$ cat config.mk
export PLATFORM = sky130hd
export DESIGN_NAME = viterbi_traceback_flat
export DESIGN_NICKNAME = d
export VERILOG_FILES = /design/src/rtl/viterbi_pkg.sv /design/src/rtl/viterbi_traceback_if.sv /design/src/rtl/viterbi_min4.sv /design/src/rtl/viterbi_traceback.sv /design/src/flat_wrapper.sv
export SDC_FILE = /design/constraint.sdc
export NUM_CORES = 1
export LEC_CHECK = 0
export ABC_AREA = 1
export ABC_CLOCK_PERIOD_IN_PS = 2900
export CAP_MARGIN = 40
export CORE_MARGIN = 1.5
export CORE_UTILIZATION = 55
export CTS_BUF_LIST = sky130_fd_sc_hd__clkbuf_8
export DETAILED_ROUTE_END_ITERATION = 6
export HOLD_SLACK_MARGIN = 0.06
export PLACE_DENSITY_LB_ADDON = 0.1
export SYNTH_ARGS = -nofsm -noshare
export SYNTH_HDL_FRONTEND = slang
export SYNTH_SLANG_ARGS = --single-unit
$ cat constraint.sdc
create_clock -name CLK -period 2.9 [get_ports CLK]
set_clock_uncertainty 0.05 [all_clocks]
set_input_delay 0.58 -clock CLK [delete_from_list [all_inputs] [get_ports CLK]]
set_output_delay 0.58 -clock CLK [all_outputs]
set_load 0.005 [all_outputs]
$ cat src/rtl/viterbi_pkg.sv
// Shared types and trellis helpers for the K=3, rate-1/2 Viterbi decoder (4 states).
// State encoding is {newest bit, older bit}.
package viterbi_pkg;

  localparam int unsigned NUM_STATES   = 4;
  localparam int unsigned SW           = 2;
  localparam int unsigned PM_W_DEFAULT = 8;

  typedef logic [SW-1:0] state_t;

  typedef enum logic [1:0] {
    StCollect,
    StSelect,
    StTrace,
    StEmit
  } fsm_e;

  // Forward transition on input bit u.
  function automatic state_t next_state(input state_t s, input logic u);
    return {u, s[1]};
  endfunction

  // Predecessor of s given the stored survivor decision (predecessor LSB).
  function automatic state_t pred_state(input state_t s, input logic dec);
    return {s[0], dec};
  endfunction

endpackage

$ cat src/rtl/viterbi_traceback_if.sv
// Stage-input / decoded-bit-output bundle between the survivor stages, traceback and consumer.
// The master side drives stage decisions and accepts decoded bits.
interface viterbi_traceback_if
  import viterbi_pkg::*;
#(
  parameter int unsigned PM_W = PM_W_DEFAULT
);

  logic                  in_valid;
  logic                  in_ready;
  logic [NUM_STATES-1:0] in_dec;
  logic                  in_last;
  logic signed [PM_W-1:0] pm0;
  logic signed [PM_W-1:0] pm1;
  logic signed [PM_W-1:0] pm2;
  logic signed [PM_W-1:0] pm3;
  logic                  out_valid;
  logic                  out_ready;
  logic                  out_bit;
  logic                  out_last;
  logic                  frame_err;

  modport master (
    output in_valid, in_dec, in_last, pm0, pm1, pm2, pm3, out_ready,
    input  in_ready, out_valid, out_bit, out_last, frame_err
  );

  modport slave (
    input  in_valid, in_dec, in_last, pm0, pm1, pm2, pm3, out_ready,
    output in_ready, out_valid, out_bit, out_last, frame_err
  );

endinterface

$ cat src/rtl/viterbi_min4.sv
// Combinational argmin over four signed path metrics; ties resolve to the lowest index.
module viterbi_min4
  import viterbi_pkg::*;
#(
  parameter int unsigned PM_W = PM_W_DEFAULT
) (
  input  logic signed [PM_W-1:0] pm0_i,
  input  logic signed [PM_W-1:0] pm1_i,
  input  logic signed [PM_W-1:0] pm2_i,
  input  logic signed [PM_W-1:0] pm3_i,
  output state_t                 idx_o
);

  logic                   sel01;
  logic                   sel23;
  logic signed [PM_W-1:0] min01;
  logic signed [PM_W-1:0] min23;

  // Strict less-than at both levels keeps the lower index on equality.
  always_comb begin
    sel01 = (pm1_i < pm0_i);
    sel23 = (pm3_i < pm2_i);
    min01 = sel01 ? pm1_i : pm0_i;
    min23 = sel23 ? pm3_i : pm2_i;
    if (min23 < min01) begin
      idx_o = {1'b1, sel23};
    end else begin
      idx_o = {1'b0, sel01};
    end
  end

endmodule

$ cat src/rtl/viterbi_traceback.sv
// Frame buffer, best-state selection and traceback for the 4-state Viterbi decoder.
// Decoded bits are replayed in forward order over a valid/ready handshake.
module viterbi_traceback
  import viterbi_pkg::*;
#(
  parameter int unsigned FRAME_LEN = 16,
  parameter int unsigned PM_W      = PM_W_DEFAULT,
  parameter int unsigned AW        = 6
) (
  input logic                  CLK,
  input logic                  RST,
  viterbi_traceback_if.slave   bus_io
);

  localparam int unsigned    Depth   = 2 ** AW;
  localparam logic [AW-1:0]  LastIdx = AW'(FRAME_LEN - 1);

  fsm_e                   state_q;
  logic [AW-1:0]          cnt_q;
  logic [AW-1:0]          nm1_q;
  logic [AW-1:0]          ptr_q;
  logic [AW-1:0]          rd_q;
  state_t                 cur_q;
  logic signed [PM_W-1:0] pm0_q;
  logic signed [PM_W-1:0] pm1_q;
  logic signed [PM_W-1:0] pm2_q;
  logic signed [PM_W-1:0] pm3_q;
  logic                   in_ready_q;
  logic                   out_valid_q;
  logic                   out_bit_q;
  logic                   out_last_q;
  logic                   frame_err_q;

  logic [NUM_STATES-1:0]  dec_mem [Depth];
  logic                   obuf_mem [Depth];

  state_t                 best_state;
  logic                   trace_dec;
  logic                   in_fire;
  logic                   close_frame;
  logic [AW-1:0]          rd_nxt;

  viterbi_min4 #(
    .PM_W (PM_W)
  ) u_min4 (
    .pm0_i (pm0_q),
    .pm1_i (pm1_q),
    .pm2_i (pm2_q),
    .pm3_i (pm3_q),
    .idx_o (best_state)
  );

  assign trace_dec   = dec_mem[ptr_q][cur_q];
  assign in_fire     = (state_q == StCollect) && bus_io.in_valid;
  assign close_frame = in_fire && (bus_io.in_last || (cnt_q == LastIdx));
  assign rd_nxt      = rd_q + AW'(1);

  always_ff @(posedge CLK) begin
    if (in_fire) begin
      dec_mem[cnt_q] <= bus_io.in_dec;
    end
    if (state_q == StTrace) begin
      obuf_mem[ptr_q] <= cur_q[1];
    end
  end

  always_ff @(posedge CLK or posedge RST) begin
    if (RST) begin
      state_q     <= StCollect;
      cnt_q       <= '0;
      nm1_q       <= '0;
      ptr_q       <= '0;
      rd_q        <= '0;
      cur_q       <= '0;
      pm0_q       <= '0;
      pm1_q       <= '0;
      pm2_q       <= '0;
      pm3_q       <= '0;
      in_ready_q  <= 1'b1;
      out_valid_q <= 1'b0;
      out_bit_q   <= 1'b0;
      out_last_q  <= 1'b0;
      frame_err_q <= 1'b0;
    end else begin
      frame_err_q <= 1'b0;
      unique case (state_q)
        StCollect: begin
          if (close_frame) begin
            nm1_q       <= cnt_q;
            pm0_q       <= bus_io.pm0;
            pm1_q       <= bus_io.pm1;
            pm2_q       <= bus_io.pm2;
            pm3_q       <= bus_io.pm3;
            frame_err_q <= ~bus_io.in_last;
            in_ready_q  <= 1'b0;
            state_q     <= StSelect;
          end else if (in_fire) begin
            cnt_q <= cnt_q + AW'(1);
          end
        end
        StSelect: begin
          cur_q   <= best_state;
          ptr_q   <= nm1_q;
          state_q <= StTrace;
        end
        StTrace: begin
          cur_q <= pred_state(cur_q, trace_dec);
          if (ptr_q == '0) begin
            // obuf[0] is written on this same edge, so present it straight from cur.
            rd_q        <= '0;
            out_valid_q <= 1'b1;
            out_bit_q   <= cur_q[1];
            out_last_q  <= (nm1_q == '0);
            state_q     <= StEmit;
          end else begin
            ptr_q <= ptr_q - AW'(1);
          end
        end
        StEmit: begin
          if (out_valid_q && bus_io.out_ready) begin
            if (rd_q == nm1_q) begin
              out_valid_q <= 1'b0;
              out_bit_q   <= 1'b0;
              out_last_q  <= 1'b0;
              cnt_q       <= '0;
              in_ready_q  <= 1'b1;
              state_q     <= StCollect;
            end else begin
              rd_q       <= rd_nxt;
              out_bit_q  <= obuf_mem[rd_nxt];
              out_last_q <= (rd_nxt == nm1_q);
            end
          end
        end
        default: state_q <= StCollect;
      endcase
    end
  end

  assign bus_io.in_ready  = in_ready_q;
  assign bus_io.out_valid = out_valid_q;
  assign bus_io.out_bit   = out_bit_q;
  assign bus_io.out_last  = out_last_q;
  assign bus_io.frame_err = frame_err_q;

endmodule

$ cat src/flat_wrapper.sv
// flat-port wrapper written by rule: the top's interface ports become plain ports
module viterbi_traceback_flat import viterbi_pkg::*;
#(
  parameter int unsigned FRAME_LEN = 16,
  parameter int unsigned PM_W      = PM_W_DEFAULT,
  parameter int unsigned AW        = 6
)
  (CLK, RST, bus_io_in_valid, bus_io_in_dec, bus_io_in_last, bus_io_pm0, bus_io_pm1, bus_io_pm2, bus_io_pm3, bus_io_out_ready, bus_io_in_ready, bus_io_out_valid, bus_io_out_bit, bus_io_out_last, bus_io_frame_err);
  viterbi_traceback_if #(.PM_W(PM_W)) bus_io_i ();
  input logic CLK;
  input logic RST;
  input wire logic [$bits(bus_io_i.in_valid)-1:0] bus_io_in_valid;
  input wire logic [$bits(bus_io_i.in_dec)-1:0] bus_io_in_dec;
  input wire logic [$bits(bus_io_i.in_last)-1:0] bus_io_in_last;
  input wire logic [$bits(bus_io_i.pm0)-1:0] bus_io_pm0;
  input wire logic [$bits(bus_io_i.pm1)-1:0] bus_io_pm1;
  input wire logic [$bits(bus_io_i.pm2)-1:0] bus_io_pm2;
  input wire logic [$bits(bus_io_i.pm3)-1:0] bus_io_pm3;
  input wire logic [$bits(bus_io_i.out_ready)-1:0] bus_io_out_ready;
  output wire logic [$bits(bus_io_i.in_ready)-1:0] bus_io_in_ready;
  output wire logic [$bits(bus_io_i.out_valid)-1:0] bus_io_out_valid;
  output wire logic [$bits(bus_io_i.out_bit)-1:0] bus_io_out_bit;
  output wire logic [$bits(bus_io_i.out_last)-1:0] bus_io_out_last;
  output wire logic [$bits(bus_io_i.frame_err)-1:0] bus_io_frame_err;
  assign bus_io_i.in_valid = bus_io_in_valid;
  assign bus_io_i.in_dec = bus_io_in_dec;
  assign bus_io_i.in_last = bus_io_in_last;
  assign bus_io_i.pm0 = bus_io_pm0;
  assign bus_io_i.pm1 = bus_io_pm1;
  assign bus_io_i.pm2 = bus_io_pm2;
  assign bus_io_i.pm3 = bus_io_pm3;
  assign bus_io_i.out_ready = bus_io_out_ready;
  assign bus_io_in_ready = bus_io_i.in_ready;
  assign bus_io_out_valid = bus_io_i.out_valid;
  assign bus_io_out_bit = bus_io_i.out_bit;
  assign bus_io_out_last = bus_io_i.out_last;
  assign bus_io_frame_err = bus_io_i.frame_err;
  viterbi_traceback #(.FRAME_LEN(FRAME_LEN), .PM_W(PM_W), .AW(AW)) u_core (.CLK(CLK), .RST(RST), .bus_io(bus_io_i));
endmodule
# Word-level counts from Yosys, hierarchy flattened
# Memory sizes are Yosys's and may differ from the RTL's.
# Cells that the tools add are included.
# Widths: inputs -> output; s select.
dict set report totals {
  regBits 65
  ramBits 320
  input_bits 41
  memories 2
}
dict set report classes {
  addsub 3
  magnitude_cmp 4
  eq_ne 14
  muxes 44
  bitwise_logic 1
  reduce_logical 18
}
# memory depth width read_ports rd_ports_with_merged_regs write_ports line_no
set memory_table {}
lappend memory_table {u_core.dec_mem 64 4 1 0 1 viterbi_traceback.sv:34} ;# logic [NUM_STATES-1:0] dec_mem [Depth];
lappend memory_table {u_core.obuf_mem 64 1 1 0 1 viterbi_traceback.sv:35} ;# logic obuf_mem [Depth];
# operator count
set ops {}
lappend ops {{$mux 6} 8}
lappend ops {{$pmux 6 s2} 3}
lappend ops {{$lt 8x8->1} 3}
lappend ops {{$mux 1} 19}
lappend ops {{$mux 8} 2}
lappend ops {{$reduce_and 4->1} 4}
lappend ops {{$add 6x1->6 const B} 2}
lappend ops {{$eq 6x6->1} 2}
lappend ops {{$logic_not 6->1} 2}
lappend ops {{$mux 2} 5}
lappend ops {{$ne 2x1->1 const B} 4}
lappend ops {{$ne 2x2->1 const B} 4}
lappend ops {{$pmux 1 s2} 4}
lappend ops {{$pmux 2 s4} 1}
lappend ops {{$eq 6x4->1 const B} 1}
lappend ops {{$reduce_bool 2->1} 3}
lappend ops {{$sub 6x1->6 const B} 1}
lappend ops {{$reduce_and 5->1} 1}
lappend ops {{$eq 2x2->1 const B} 2}
lappend ops {{$pmux 2 s2} 1}
lappend ops {{$reduce_and 2->1} 2}
lappend ops {{$logic_and 1x1->1} 3}
lappend ops {{$lt 2x3->1 const B} 1}
lappend ops {{$reduce_and 3->1} 1}
lappend ops {{other kinds (5)} 5}

# Depth between registers and ports, before layout
# Gate-level depths: netlist of the first run.
dict set report depth {
  word_depth 5
  ltp_mapped 25
  ltp_nobuf 24
}

# Hierarchy
# Synthesis of the first run repeated with hierarchy kept, for this count alone.
dict set report unflattened {
  hier_cells 1837
  hier_area_um2 17780.8
}
# mod instances cells_per_inst area_each_um2 seq_area_each_um2
set modules_own_cells {}
lappend modules_own_cells {viterbi_traceback 1 1687 16961.3 11237.0}
lappend modules_own_cells {viterbi_min4 1 150 819.5 0.0}

# Worst setup path before layout of the first run
# OpenSTA, ideal clock, no wires.
dict set report synth_timing {
  kind {register to register}
  from {register u_core.pm1_q[7]}
  to {register u_core.cur_q[0]}
  setup_ns 0.116
  t_arrival_ns 2.722
  required_time_ns 2.734
  path_slack_ns 0.011
  stages_incl_launch_ff 17
  n_path_buf 1
  period_less_slack_ns 2.889
  cell_sequence {dfrtp_1 > ha_1 > a21oi_1 > o21a_1 > nand3_1 > nand2_1 > clkbuf_1 > o21ai_0 > ha_1 > a21oi_1 > nor2_1 > a211oi_1 > nand3_1 > nand3_1 > nand3_1 > nand2_1 > nand2_1}
}
dict set report synth_between {
  elab_chain_cells 5
}
# element line_no
set synth_lines {}
lappend synth_lines {{start: declaration} viterbi_traceback.sv:25} ;# logic signed [PM_W-1:0] pm1_q;
lappend synth_lines {{start signal: assignment} viterbi_traceback.sv:91} ;# pm1_q <= bus_io.pm1;
lappend synth_lines {{$lt 8x8->1} viterbi_min4.sv:21} ;# sel01 = (pm1_i < pm0_i);
lappend synth_lines {{$mux 8} viterbi_min4.sv:23} ;# min01 = sel01 ? pm1_i : pm0_i;
lappend synth_lines {{$lt 8x8->1} viterbi_min4.sv:25} ;# if (min23 < min01) begin
lappend synth_lines {{$mux 2 (*)} viterbi_min4.sv:25}
lappend synth_lines {{$pmux 2 s2 (*)} viterbi_traceback.sv:86} ;# unique case (state_q)
lappend synth_lines {{end signal: assignment} viterbi_traceback.sv:102} ;# cur_q <= best_state;
lappend synth_lines {{end signal: assignment} viterbi_traceback.sv:107} ;# cur_q <= pred_state(cur_q, trace_dec);
lappend synth_lines {{end: declaration} viterbi_traceback.sv:23} ;# state_t cur_q;
# Every way passes the cells marked *; elsewhere a longest branch is shown, timed or not.
# A chain may end at the register's enable or synchronous reset.

# Worst setup path after layout of the first run
dict set report layout_timing {
  from {register u_core.pm3_q[7]}
  to {register u_core.cur_q[0]}
}
dict set report layout_between {
  elab_chain_cells 5
}
# element line_no
set layout_lines {}
lappend layout_lines {{start: declaration} viterbi_traceback.sv:27} ;# logic signed [PM_W-1:0] pm3_q;
lappend layout_lines {{start signal: assignment} viterbi_traceback.sv:93} ;# pm3_q <= bus_io.pm3;
lappend layout_lines {{$lt 8x8->1} viterbi_min4.sv:22} ;# sel23 = (pm3_i < pm2_i);
lappend layout_lines {{$mux 8} viterbi_min4.sv:24} ;# min23 = sel23 ? pm3_i : pm2_i;
lappend layout_lines {{$lt 8x8->1} viterbi_min4.sv:25}
lappend layout_lines {{$mux 2 (*)} viterbi_min4.sv:25}
lappend layout_lines {{$pmux 2 s2 (*)} viterbi_traceback.sv:86}
# Marks and branches as above.

==> impl_results.md, run 1 <==
* Run status: complete, no violations
* Crit Reg-Reg Startpoint: u_core.pm3_q[7]
* Initial Util at 0.559
* Final Non-Filler Cells at 2033
* Top-count cell post-synth: nand2_1
* Synth cell types at 51
* Final core utilization at 0.650
* Post-route ant nets at 0
* Final worst slack at 0.110 ns
* Area share of the largest cell type after synthesis at 0.580
* WP depth at 18
* Pin count of the biggest net entering global routing at 69
* Max-cap violations at 0
* Mapped Nets at 1527
* Die height at 177 µm
* First DRT Iteration DRCs at 1301
* Post-synthesis cell area at 16600 µm²
* DP Wirelength at 26.0 mm
* WP buf/inv at 0
* Reg2reg end: u_core.cur_q[0]
* RePlAce Congestion at 0.872
* Arr. time, crit path at 3.25 ns
* Root buffer cell: clkbuf_8
* Final #Nets at 1672
* PwrDens at 546 nW/µm²
* Final Max Slew Viols at 0
* Share of layout cells above drive strength 1 at 0.141
* Final Hold Fails at 0
* EDFF count, synth at 320
* Startpoint types: flop
* Reg2Reg Depth at 18
* Clock sinks at 385
* Global-route wire length before repair at 63.5 mm
* Drt drc at 0
* Setup WS pre-CTS at -0.142 ns
* Most used DFF post-synth: edfxtp_1
* Critical path origin: u_core.pm3_q[7]
* Worst slew pin tran at 0.693 ns
* Post-synthesis sequential area ratio at 0.678
* Number of global-route vias before repair at 11.3k
* Crit Path Class: reg2reg
* Pleak at 0.00713 µW
* Top cells by area, synth: edfxtp_1 58%, dfrtp_1 9.7%, nand2_1 7.5%, nor2_1 4.5%, o21ai_0 3.2%
* CTS Buf Count at 66
* Slowest CP cell: dfrtp_1
* Critical-path cell list: ha_4, a21oi_1, o21a_2, nand2_4, nand2_2, nand2_4, nand2_1, o21ai_1, ha_1, a21oi_2, nor2_2, a211oi_2, nand2_1, nand2_1, nand3_1, nand3_1, nand2_1, nand2_1
* # IOs at 46
* Clock transition at the registers of the reported paths at 0.06 ns
* Fmax achieved at 0.358 GHz
* Placed Instances at 1918
* Post-synth top cells: 333 x nand2_1, 320 x edfxtp_1, 197 x nor2_1, 105 x o21ai_0, 96 x inv_1
* Cell row count at 63
* Worst Setup EP: u_core.cur_q[0]
* Initial antenna violation count at 0
* HP Class: in2async
* Syn Inst Count at 1457
* WL/cell at 20.2 µm
* Port Buffer Count at 45
* CP endpoint kind: flop
* FILL cells at 2417
* Mean area per synthesized cell at 11.4 µm²
* Synth async-reset ratio at 0.169
* Htree depth at 3
* GRT Util Overall at 0.269
* Die extent in x at 177 µm
* Clock period minus worst slack at 2.79 ns
* Max VDD drop at 0.417 mV
* Reg-to-reg setup timing slack at 0.11 ns
* CP max FO at 7
* Slew HR at 0.538
* Antenna cells at 0
* Crit path top cell by count: nand2_1
* Routed vias/inst at 5.68
* YS warnings at 0
* Area leader, netlist: edfxtp_1
* CTS tree: yes
* CP delay by family, top: compound AO/OA/AOI/OAI gates
* P&R area growth vs syn at 16.3%
* Die ar. at 31200 µm²
* Routed vias at 11.5k
* RSZ-0062 raised after global routing: true
* Final period utilization at 0.962
* Number of synthesized register bits at 385
* Core Area at 29600 µm²
* Grt total ovfl at 0
* Drt first pass iters at 5
* Clk Latency, worst-skew pair at 0.59 ns
* Crit-path max cell delay at 0.41 ns
* Max clock buf depth at 3
* Final WL at 41.1 mm
* Final setup vio count at 0
* Critical Path RT at 3.36 ns
[kinds of logic after synthesis]
| group | count (synthesis) | synth area share |
|---|---|---|
| XOR/XNOR | 10 | 0.00574 |
| buffers and inverters | 159 | 0.0405 |
| adder cells (fa/ha/maj) | 29 | 0.0219 |
| flip-flops | 385 | 0.678 |
| AO/OA/AOI/OAI | 246 | 0.0998 |
| AND/OR/NAND/NOR | 628 | 0.154 |
[area by class of cell]
type / instances / area (µm²) / area share
Timing Repair Buffer: 123 / 1140 / 0.0594
Tap cell: 390 / 488 / 0.0253
Clock buffer: 67 / 922 / 0.0478
Sequential cell: 385 / 11200 / 0.583
Inverter: 112 / 427 / 0.0221
Multi-Input combinational cell: 914 / 4820 / 0.250
Clock inverter: 42 / 233 / 0.0121
[how the worst min path moves through the flow]
stage	startpoint	slack, ns	to
after floorplan	u_core.pm1_q[0]	0.42	u_core.pm1_q[0]
after global placement	u_core.bus_io.in_ready	0.42	u_core.bus_io.in_ready
after detailed placement	u_core.bus_io.in_ready	0.43	u_core.bus_io.in_ready
after CTS	RST	0.31	u_core.pm2_q[4]
after global routing	RST	0.36	u_core.pm0_q[2]
final	RST	0.32	u_core.pm2_q[4]
[state kept, by name, indices dropped and copies added (netlist names), 6 cells and up]
| signal | flops |
|---|---|
| u_core.pm1_q | 8 |
| u_core.rd_q | 6 |
| u_core.dec_mem | 256 |
| u_core.ptr_q | 6 |
| u_core.pm2_q | 8 |
| u_core.nm1_q | 6 |
| u_core.obuf_mem | 64 |
| u_core.pm3_q | 8 |
| u_core.pm0_q | 8 |
| u_core.cnt_q | 6 |
[power breakdown]
group	internal (µW)	total, µW	switching, µW
registers	5980	5980	0
clock network	2250	4410	2160
logic	52.4	138	85.4
total	8280	10500	2250
[per-stage QoR]
| step | hold WS (ns) | instance area (µm²) | TNS [ns] | power, µW |
|---|---|---|---|---|
| 2_1_floorplan | 0.416 | 16600 | 0 | 6110 |
| 3_3_place_gp | 0.425 | 17900 | 0 | 6230 |
| 3_5_place_dp | 0.431 | 17900 | -0.258 | 6230 |
| 4_1_cts | 0.314 | 19100 | 0 | 10600 |
| 5_1_grt | 0.359 | 19300 | -0.0680 | 10800 |
| 6_report | 0.322 | 19300 | 0 | 10500 |
[layout by cell type (no fill, tap or decap), types with 4 or more instances in the layout]
master / synthesis / routed
inv_2: 14 / 20
ha_1: 29 / 23
o2111ai_1: 4 / 4
a221oi_2: 13 / 13
o21ai_1: 1 / 9
a22o_1: 5 / 5
o22ai_1: 5 / 5
ha_4: 0 / 5
nand3_2: 2 / 4
a221oi_1: 12 / 12
nand4_1: 19 / 19
nand2_1: 333 / 321
nand2_4: 1 / 6
xor2_1: 8 / 8
nand3_1: 58 / 56
nor2_1: 197 / 194
nor3_1: 9 / 9
dfrtp_1: 64 / 64
o221ai_1: 17 / 17
clkbuf_8: 0 / 67
clkinv_1: 1 / 9
clkdlybuf4s50_1: 0 / 41
buf_2: 15 / 4
buf_12: 0 / 10
a21oi_1: 32 / 29
inv_1: 96 / 112
o21ai_0: 105 / 97
buf_4: 4 / 67
edfxtp_1: 320 / 320
nand2_2: 1 / 9
a22oi_1: 33 / 33
[metal layers]
layer | GRT usage | up-vias | share of wire
met2 | 0.433 | 393 | 0.48
met5 | 0 | - | 0
met4 | 0.0883 | 0 | 0.022
met1 | 0.376 | 5637 | 0.43
met3 | 0.0433 | 72 | 0.064
li1 | - | 5437 | -
[worst reg2reg max path: stages (launching register included)]
cell	delay, ns
dfrtp_1	0.41
ha_4	0.28
a21oi_1	0.16
o21a_2	0.21
nand2_4	0.08
nand2_2	0.10
nand2_4	0.07
nand2_1	0.06
o21ai_1	0.06
ha_1	0.32
a21oi_2	0.15
nor2_2	0.05
a211oi_2	0.26
nand2_1	0.11
nand2_1	0.10
nand3_1	0.08
nand3_1	0.08
nand2_1	0.05
nand2_1	0.05
[what timing repair did]
item	4_1_cts	5_1_grt
hold buffers	0	0
endpoints found under the setup margin	2	3
gates cloned	0	1
buffers inserted	0	5
pin swaps	0	17
endpoints found under the hold margin	0	0
gates resized for setup	2	45
Note: power is estimated with default switching activity, not from simulation.
==> run 2: changes to the inputs <==
CTS_CLUSTER_SIZE = 40   (was not set)
==> results of run 2 <==
Final layout, timing and power as in run 1 (identical DEF).
==> run 3: changes to the inputs <==
CTS_CLUSTER_DIAMETER = 200   (was not set)
TNS_END_PERCENT = 100   (was not set)
==> run 3 against run 2 <==
- largest cell class unchanged
- combinational power is essentially flat
- flip-flop and latch count is the same
- sequential share of layout area grew 3.0 points
- the flow now finishes with violations (DRC)
- worst hold slack lost 0.070 ns
- global-route usage shrank 0.93 points
- die area is the same
- total power shrank 23%
- final area shrank 4.9%
- non-clock buffer count is the same
- worst setup slack lost 0.053 ns
- clock power shrank 55%
==> impl_results.md, run 3 (synthesis gave the netlist of run 1 again) <==
* Run status: finished, violations left
* Failing checks: DRC
* Pin count of the biggest net entering global routing at 69
* Arr. time, crit path at 3.31 ns
* HP Class: in2async
* Worst hold margin at 0.252 ns
* Slowest CP cell: dfrtp_1
* Slew HR at 0.539
* RSZ-0062 raised after global routing: true
* Critical-path cell list: ha_4, nand2_1, nor2_1, nand2_2, nand2_4, nand2_2, nand2_4, nand2_1, o21ai_1, ha_1, a21oi_2, nor2_1, a211oi_2, nand3_1, nand3_1, nand3_1, nand2_1, nand2_1
* Core Area at 29600 µm²
* Post-route ant nets at 0
* CTS tree: yes
* Final setup vio count at 0
* Drt drc at 2
* Crit-path max cell delay at 0.47 ns
* First DRT Iteration DRCs at 1178
* Final worst slack at 0.0564 ns
* Antenna cells at 0
* # IOs at 46
* DP Wirelength at 26.0 mm
* Final instance area at 18300 µm²
* Clock period minus worst slack at 2.84 ns
* Final WL at 40.2 mm
* WL/cell at 20.6 µm
* Internal power at 6470 µW
* Largest Register: u_core.dec_mem
* Switching pwr at 1640 µW
* Max clock buf depth at 3
* Final Hold Fails at 0
* Clock sinks at 385
* Port Buffer Count at 45
* Die height at 177 µm
* Tot Pwr at 8110 µW
* Final period utilization at 0.981
* Drt first pass iters at 7
* Global-route wire length before repair at 61.7 mm
* Root buffer cell: clkbuf_8
* Die ar. at 31200 µm²
* Largest registers: u_core.dec_mem: 256 flops, u_core.obuf_mem: 64 flops
* Placed Area at 17900 µm²
* Worst slew pin tran at 0.691 ns
* Cell row count at 63
* RePlAce Congestion at 0.872
* Startpoint types: flop
* Setup TNS at 0 ns
* Setup WS pre-CTS at -0.142 ns
* Most frequent cells in the layout: 320 x nand2_1, 320 x edfxtp_1, 196 x nor2_1
* Die extent in x at 177 µm
* Crit path top cell by count: nand2_1
* Number of global-route vias before repair at 10.7k
* Grt total ovfl at 0
* Share of layout cells above drive strength 1 at 0.106
* Initial Util at 0.559
* Clk Latency, worst-skew pair at 0.62 ns
* Logic pwr share at 0.017
* Critical Path RT at 3.37 ns
* Final #Nets at 1619
* Routed vias/inst at 5.78
* Final Max Slew Viols at 0
* Clock transition at the registers of the reported paths at 0.23 ns
* Htree depth at 1
* Pleak at 0.00659 µW
* CTS Buf Count at 13
* Max reg flops at 256
* P&R area growth vs syn at 10.6%
* PwrDens at 443 nW/µm²
* Max-cap violations at 0
* Hold Buf Count CTS at 0
* Initial antenna violation count at 1
* Max VDD drop at 0.580 mV
* Routed vias at 11.3k
* Crit Path Class: reg2reg
* Sw Ratio at 0.202
* CP max FO at 7
* Fmax achieved at 0.352 GHz
* Seq pwr share at 0.737
* Clk pwr share at 0.246
* GRT Util Overall at 0.260
* CP endpoint kind: flop
run 3: final timing paths:
check | start | to | slack [ns] | cells past startpoint
min in group CLK | bus_io_in_dec[1] | u_core.dec_mem[58][1] | 0.33 | 1
worst max-delay path | u_core.pm3_q[7] | u_core.cur_q[0] | 0.06 | 18
worst min register to register | u_core.bus_io.in_ready | u_core.bus_io.in_ready | 0.45 | 2
worst max register to register | u_core.pm3_q[7] | u_core.cur_q[0] | 0.06 | 18
worst min-delay path | RST | u_core.pm3_q[6] | 0.25 | 2
max in group asynchronous | RST | u_core.bus_io.in_ready | 1.92 | 3
run 3: area by class of cell:
cell class | instances | area, µm²
clock buffer | 13 | 179
timing repair buffer | 123 | 1150
inverter | 112 | 427
multi-input combinational | 914 | 4800
sequential | 385 | 11200
clock inverter | 8 | 42.5
tap | 390 | 488
fill | 2487 | 11300
run 3: power groups by stage:
| stage | logic [µW] | clock network, µW | registers, µW |
|---|---|---|---|
| floorplan | 14.2 | 0 | 6090 |
| global placement | 137 | 0 | 6090 |
| detailed placement | 140 | 0 | 6090 |
| CTS | 140 | 2040 | 5970 |
| global route | 150 | 2200 | 5980 |
| finish | 136 | 2000 | 5970 |
run 3: timing repair:
item                                    CTS  global route
cloned                                    0             1
pin swaps                                 1            15
setup buffers                             3             2
resized for setup                         4            41
endpoints found under the setup margin    2             3
run 3: stage by stage:
step                      cells  utilization
final                      1945        0.618
after floorplan            1457            -
after CTS                  1942        0.613
after global placement     1918        0.604
after global routing       1945        0.618
after detailed placement   1918        0.604
run 3: worst max-delay path, delay by kind of cell, from the launching register on:
family / cells / cell delay [ns]
AND/OR/NAND/NOR: 13 / 1.24
flip-flops: 1 / 0.47
AO/OA/AOI/OAI: 3 / 0.45
adder cells (fa/ha/maj): 2 / 0.57
run 3: layer usage:
metal | GRT usage | vias up | wire length (µm)
met5 | 0 | - | 12
met2 | 0.427 | 400 | 19300
met3 | 0.0297 | 66 | 2740
li1 | - | 5296 | -
met4 | 0.0600 | 2 | 896
met1 | 0.374 | 5486 | 17200
